===== config.mk =====
export PLATFORM = sky130hd
export DESIGN_NAME = fifo_rr_write_arbiter
export DESIGN_NICKNAME = d
export VERILOG_FILES = /design/src/rtl/fifo_rr_write_arbiter.sv
export SDC_FILE = /design/constraint.sdc
export NUM_CORES = 1
export LEC_CHECK = 0
export ABC_CLOCK_PERIOD_IN_PS = 3800
export CORE_MARGIN = 2
export CORE_UTILIZATION = 38
export DETAILED_ROUTE_END_ITERATION = 10
export PLACE_DENSITY = 0.91
export SLEW_MARGIN = 40
export SYNTH_ARGS = -nofsm -noshare
export SYNTH_HDL_FRONTEND = slang
export SYNTH_SLANG_ARGS = --single-unit
export TNS_END_PERCENT = 50

===== constraint.sdc =====
create_clock -name clk -period 3.8 [get_ports clk]
set_input_delay 0.95 -clock clk [delete_from_list [all_inputs] [get_ports clk]]
set_output_delay 0.95 -clock clk [all_outputs]
set_load 0.01 [all_outputs]

===== src/rtl/fifo_rr_write_arbiter.sv =====
// Round-robin arbiter sharing one Sync_FIFO write port among NREQ producers.
// Each grant carries up to MAX_BURST accepted beats and never writes while the FIFO is full.
`timescale 1ns/1ps
module fifo_rr_write_arbiter #(
  parameter int NREQ      = 4,
  parameter int DW        = 8,
  parameter int MAX_BURST = 4
) (
  input  logic                     clk,
  input  logic                     reset,
  input  logic [NREQ-1:0]          req,
  input  logic [NREQ*DW-1:0]       req_data,
  output logic [NREQ-1:0]          req_ack,
  input  logic                     fifo_full,
  output logic                     fifo_write_en,
  output logic [DW-1:0]            fifo_data_in,
  output logic [$clog2(NREQ)-1:0]  owner,
  output logic                     busy
);

  localparam int OW = $clog2(NREQ);
  localparam int CW = $clog2(MAX_BURST + 1);

  localparam logic [0:0] IDLE  = 1'b0;
  localparam logic [0:0] BURST = 1'b1;

  localparam logic [OW-1:0] LAST_REQ  = OW'(NREQ - 1);
  localparam logic [CW-1:0] LAST_BEAT = CW'(MAX_BURST - 1);

  logic [0:0]    state_q, state_d;
  logic [OW-1:0] owner_q, owner_d;
  logic [OW-1:0] rr_ptr_q, rr_ptr_d;
  logic [CW-1:0] beat_cnt_q, beat_cnt_d;

  logic [OW-1:0] winner;
  logic [OW-1:0] owner_next;
  logic          found;
  logic          accept;
  logic          burst_done;
  logic [DW-1:0] req_data_a [NREQ];

  for (genvar g = 0; g < NREQ; g++) begin : g_unpack
    assign req_data_a[g] = req_data[g*DW +: DW];
  end

  // Two-pass priority search: indices at or above rr_ptr first, then wrap to 0.
  always_comb begin
    // NOTE: every variable written here gets a default first so no latch is inferred.
    found  = 1'b0;
    winner = rr_ptr_q;
    for (int i = 0; i < NREQ; i++) begin
      if (!found && req[i] && (OW'(i) >= rr_ptr_q)) begin
        found  = 1'b1;
        winner = OW'(i);
      end
    end
    for (int i = 0; i < NREQ; i++) begin
      if (!found && req[i]) begin
        found  = 1'b1;
        winner = OW'(i);
      end
    end
  end

  assign owner_next = (owner_q == LAST_REQ) ? '0 : owner_q + 1'b1;

  // Write path is purely combinational from registered state, so an async reset
  // silences it within the same cycle.
  always_comb begin
    busy          = (state_q == BURST);
    accept        = busy & req[owner_q] & ~fifo_full;
    fifo_write_en = accept;
    req_ack       = accept ? (NREQ'(1) << owner_q) : '0;
    fifo_data_in  = busy ? req_data_a[owner_q] : '0;
    burst_done    = (accept && (beat_cnt_q == LAST_BEAT)) || !req[owner_q];
  end

  assign owner = owner_q;

  always_comb begin
    state_d    = state_q;
    owner_d    = owner_q;
    rr_ptr_d   = rr_ptr_q;
    beat_cnt_d = beat_cnt_q;
    case (state_q)
      IDLE: begin
        if (found) begin
          state_d    = BURST;
          owner_d    = winner;
          beat_cnt_d = '0;
        end
      end
      BURST: begin
        if (accept) beat_cnt_d = beat_cnt_q + 1'b1;
        if (burst_done) begin
          state_d    = IDLE;
          rr_ptr_d   = owner_next;
          beat_cnt_d = '0;
        end
      end
      default: state_d = IDLE;
    endcase
  end

  always_ff @(posedge clk or negedge reset) begin
    // NOTE: sequential state uses non-blocking assignments so all flops update together.
    if (!reset) begin
      state_q    <= IDLE;
      owner_q    <= '0;
      rr_ptr_q   <= '0;
      beat_cnt_q <= '0;
    end else begin
      state_q    <= state_d;
      owner_q    <= owner_d;
      rr_ptr_q   <= rr_ptr_d;
      beat_cnt_q <= beat_cnt_d;
    end
  end

endmodule

==> flow_summary.ini, run 1 <==
[sta]
rsz0062_at_grt = no
relSlewSlack = 0.6569
setup_viol = 0
skew_ps = 8.531
max_slew.worst_pin.slew_ps = 514.6
final.min_clock_period_ps = 3700
min_period_over_period = 0.9738
clock.fmax_mhz = 270.3
maxSlewViolCount = 0
hold_viol_final = 0
tns_ps = 0

[run]
cap_violations = 0

[route]
dr.pass1.iters = 4
totalWireLength_um = 2513
wl_per_cell_um = 15.14
vias = 855
drtIter0Drc = 14
drc_errors = 0
avgViaCountPerCell = 5.151
ant_nets = 0

[logic_synthesis]
synth.avg_cell_area_um2 = 10.43
syn_area_um2 = 834.6
synth_seq_cells = 8
synth_warnings = 0
synth_cells = 80
synth.net_count = 125
yosysSeqAreaShare = 0.2399
ys_types = 27

[global_route]
use_met1 = 0.2599
overflow = 0
grt_pass1_wl_um = 4057
grt_max_degree = 20
antenna_found_initial = 0
grt-busiest-layer = met2
grt_util_met2 = 0.3618
grt.total_usage = 0.2109
grt_pass1_vias = 863
met3_usage = 0.07018

[finish]
post-route-util = 0.7240
nNetsFinal = 186
syn_to_final_growth_pct = 75.41
diodes = 0
final_layout_size_suffix_gt1_frac = 0.1799

[critical_path]
cp.required_ps = 2850
crit_end = req_ack[2]
r2r_slack_ps = 2010
critPathKind = in -> out
cp_max_fo = 5
critPathLaunchType = primary input
reg2reg_from = owner[0]$_DFFE_PN0P_
crit_start = req[2]
r2r_cells = 5
rr_endpoint = beat_cnt_q[1]$_DFFE_PN0P_
worst_setup_path_end_kind = primary output
worstPathArrival_ps = 2750

[die]
dieArea_um2 = 2587
die_x_um = 50.87
pin_count = 55
start_util = 0.4127
core_area_um2 = 2022
rows = 16
die-height_um = 50.87

[cts]
cts_made_buffers = 3
clockBufferDepth = 2
ctsHoldBuffers = 0
root_buffer = clkbuf_4
insertion_delay_ps = 260
htreeDepth = 1
cts_sinks = 8
clk_pin_slew_ps = 50
tritoncts = done
post-cts-setup-buffers = 0

[placed_design]
gp_congestion = 0.9311
port_buffers = 54
dpl.hpwl_um = 2106

[status]
status = completed

[power_and_ir_drop]
total_leakage_power_nw = 0.6394
vdd_ir_drop_max_mv = 0.3660
powerDensity_nw_per_um2 = 580.2

[hold_path]
min_delay_path_depth = 1
min_path_type = reg -> reg
-- worst max-delay path, cell delays in order --
cell	delay, ps
clkdlybuf4s50_1	450
mux4_2	480
and3b_1	220
and2_1	170
clkdlybuf4s50_1	470
-- cells in the final DEF, fill, tap and decap left out, drive strengths merged --
cell,Yosys,routed
o21ai,1,1
clkbuf,1,3
buf,3,6
a21o,1,1
nand2b,3,3
and3b,1,1
a211oi,1,1
nand3,2,2
a21boi,1,1
o2bb2ai,1,1
o22ai,2,2
nand2,5,5
dfrtp,8,8
a21oi,2,2
clkdlybuf4s50,0,52
mux4,9,9
and2,12,12
dlymetal6s2s,0,2
inv,4,4
mux2,5,5
nor4,1,1
nor2b,2,2
nor3,1,1
nor2,8,8
ha,6,6
-- metrics by stage --
stage,power [mW],hold WS (ps),std cells,instance area (µm²),setup WS [ps]
4_1_cts,0.8571,516.0,166,1459,81.54
2_1_floorplan,0.5263,481.2,80,834.6,968.7
3_3_place_gp,0.7716,495.7,163,1436,134.6
6_report,0.8494,516.1,166,1464,99.72
3_5_place_dp,0.7903,498.7,163,1436,80.97
5_1_grt,0.9130,543.0,166,1464,4.539
-- registers in the layout, indices dropped and copies added, names as in the netlist --
name / cells
busy: 1
beat_cnt_q: 3
rr_ptr_q: 2
owner: 2
-- report_power, final --
| part | internal (mW) | switching, mW |
|---|---|---|
| registers | 0.122 | 0.0552 |
| clock network | 0.0361 | 0.0290 |
| logic | 0.372 | 0.235 |
| total | 0.530 | 0.319 |
-- cell type report --
cell class                 count  area [µm²]
sequential                     8       200.2
inverter                       4       15.01
timing repair buffer          60       590.6
fill                         154       558.0
tap                           27       33.78
clock buffer                   3       22.52
multi-input combinational     64       601.8
-- synth_stat cells, drive strengths merged --
master | number | area (µm²)
and2 | 12 | 75.07
mux4 | 9 | 202.7
dfrtp | 8 | 200.2
nor2 | 8 | 30.03
ha | 6 | 75.07
mux2 | 5 | 67.56
nand2 | 5 | 26.27
inv | 4 | 15.01
buf | 3 | 13.76
nand2b | 3 | 18.77
a21oi | 2 | 10.01
nand3 | 2 | 15.01
nor2b | 2 | 12.51
o22ai | 2 | 12.51
a211oi | 1 | 7.510
a21boi | 1 | 7.510
a21o | 1 | 7.510
and3b | 1 | 8.760
clkbuf | 1 | 3.750
nor3 | 1 | 5.000
nor4 | 1 | 6.260
o21ai | 1 | 5.000
o2bb2ai | 1 | 8.760
-- metal layers --
| layer | share of wire | routed length (µm) |
|---|---|---|
| met1 | 0.44 | 1094 |
| met2 | 0.47 | 1177 |
| met3 | 0.092 | 230 |
| met4 | 0.0040 | 10 |
| met5 | 0 | 0 |
-- worst min path at each step --
stage,startpoint,slack (ps),to
detailed placement,beat_cnt_q[2]$_DFFE_PN0P_,500,beat_cnt_q[2]$_DFFE_PN0P_
finish,beat_cnt_q[1]$_DFFE_PN0P_,520,beat_cnt_q[1]$_DFFE_PN0P_
CTS,beat_cnt_q[1]$_DFFE_PN0P_,520,beat_cnt_q[1]$_DFFE_PN0P_
global route,beat_cnt_q[1]$_DFFE_PN0P_,540,beat_cnt_q[1]$_DFFE_PN0P_
global placement,beat_cnt_q[1]$_DFFE_PN0P_,500,beat_cnt_q[1]$_DFFE_PN0P_
floorplan,rr_ptr_q[0]$_DFFE_PN0P_,480,rr_ptr_q[0]$_DFFE_PN0P_
-- timing repair --
| item | CTS | global route |
|---|---|---|
| setup endpoints to repair | 0 | 2 |
| gates resized for setup | 0 | 2 |
| hold endpoints to repair | 0 | 0 |
-- logic make-up (layout without fill, tap and decap cells) --
kind of cell             count (synthesis)  count (layout)  synth area share
AND/OR/NAND/NOR                         35              35            0.2369
multiplexers                            14              14            0.3238
AO/OA/AOI/OAI                            9               9           0.07047
flip-flops                               8               8            0.2399
buffers and inverters                    8              67           0.03897
adder cells (fa/ha/maj)                  6               6           0.08995
No activity file was read; power rests on OpenSTA's default activity.
==> run 2: changes to the inputs <==
- PLACE_DENSITY: 0.91 -> 0.81
==> run 2 against run 1 <==
  * Cell count unchanged
  * Sequential share of layout area about the same
  * Critical path depth unchanged
  * Wire length down 8.6%
  * First-iteration DRC count down 36%
  * Maximum frequency down 0.13%
  * Critical path type unchanged
  * Via count up 0.94%
==> flow_summary.ini, run 2 (synthesized netlist as in run 1, its figures left out) <==
[route]
vias = 863
drtIter0Drc = 9
ant_nets = 0
drc_errors = 0
wl_per_cell_um = 13.84
dr.pass1.iters = 4
avgViaCountPerCell = 5.199
totalWireLength_um = 2298

[critical_path]
crit_path_top_delay_cell = mux4_2
worstPathArrival_ps = 2760
rr_endpoint = beat_cnt_q[0]$_DFFE_PN0P_
critPathLaunchType = primary input
r2r_slack_ps = 2000
path_common_cell = clkdlybuf4s50_1
critPathKind = in -> out
r2r_cells = 5
cp_max_fo = 5
worst_setup_path_end_kind = primary output
max_stage_delay_ps = 480
reg2reg_from = owner[0]$_DFFE_PN0P_
cp.required_ps = 2850
path_cells = clkdlybuf4s50_1 > mux4_2 > and3b_1 > and2_1 > clkdlybuf4s50_1

[power_and_ir_drop]
swShare = 0.3754
seqPwrFrac = 0.219
finalPower_uw = 846.9
p_sw_uw = 317.9
comb_power_share = 0.698
internal_power_uw = 529.0
vdd_ir_drop_max_mv = 0.4192
total_leakage_power_nw = 0.6030
clkPwrFrac = 0.083
powerDensity_nw_per_um2 = 580.5

[placed_design]
gp_congestion = 0.8626
place_worst_setup_slack_ps = 85.15
port_buffers = 54
dpl.hpwl_um = 1851
dp.cells = 163
detailed_place.area_um2 = 1436

[global_route]
antenna_found_initial = 0
grt_pass1_vias = 836
grt_max_degree = 20
grt.total_usage = 0.1926
overflow = 0
grt_pass1_wl_um = 3705

[finish]
nNetsFinal = 186
max_flop_register = beat_cnt_q
mostFrequentLayoutCell = clkdlybuf4s50_1
syn_to_final_growth_pct = 74.81
diodes = 0
final_layout_size_suffix_gt1_frac = 0.1799
largest_reg_flops = 3
post-route-util = 0.7215
fin_cells = 166
final_area_um2 = 1459
layout_common_cells = clkdlybuf4s50_1, and2_1, mux4_2

[status]
status = completed

[sta]
setup_viol = 0
hold_viol_final = 0
maxSlewViolCount = 0
whs_ps = 511.6
skew_ps = 1.182
min_period_over_period = 0.9750
tns_ps = 0
rsz0062_at_grt = no
clock.fmax_mhz = 269.9
final.min_clock_period_ps = 3705
max_slew.worst_pin.slew_ps = 525.3
setup_slack_ps = 94.92
relSlewSlack = 0.6498

[cts]
cts_resized = 0
cts_made_buffers = 3
clockBufferDepth = 2
post-cts-setup-buffers = 0
htreeDepth = 1
tritoncts = done
root_buffer = clkbuf_4
clk_pin_slew_ps = 60
insertion_delay_ps = 270
cts_sinks = 8
ctsHoldBuffers = 0

[die]
pin_count = 55
die_x_um = 50.87
core_area_um2 = 2022
die-height_um = 50.87
start_util = 0.4127
rows = 16
dieArea_um2 = 2587

[run]
cap_violations = 0

[hold_path]
hp-start = beat_cnt_q[1]$_DFFE_PN0P_
min_path_type = reg -> reg
min_delay_path_depth = 1
worstHoldEndpoint = beat_cnt_q[1]$_DFFE_PN0P_
run 2: changes by cell type in the layout (fill, tap and decap cells not counted), sizes merged:
cell,previous run,this run
clkdlybuf4s50,52,54
dlymetal6s2s,2,0
run 2: worst max-delay path by stage:
stage                     startpoint         end
after floorplan               req[3]  req_ack[0]
after global placement        req[2]  req_ack[2]
after detailed placement      req[2]  req_ack[2]
after CTS                     req[2]  req_ack[2]
after global routing          req[2]  req_ack[1]
final                         req[2]  req_ack[2]
run 2: cell type report:
class                      instances  area (µm²)
clock buffer                       3       22.52
sequential                         8       200.2
tap                               27       33.78
timing repair buffer              60       585.6
inverter                           4       15.01
multi-input combinational         64       601.8
fill                             154       563.0
run 2: critical path: cells and delay by family:
family	cells	cell delay [ps]
buffers and inverters	2	920
and+or+nand+nor	2	390
muxes	1	480
run 2: routing by layer:
metal  vias up  wire length, µm  GRT usage
met5         -                0          0
met4         0               36    0.08108
met3         3              252    0.03801
met2        56             1019     0.3158
met1       397              989     0.2490
li1        407                -          -
run 2: power groups by stage:
stage	registers (mW)	logic, mW	clock network (mW)
2_1_floorplan	0.161	0.365	0
3_3_place_gp	0.186	0.591	0
3_5_place_dp	0.187	0.596	0
4_1_cts	0.187	0.599	0.0730
5_1_grt	0.195	0.646	0.0725
6_report	0.186	0.591	0.0702
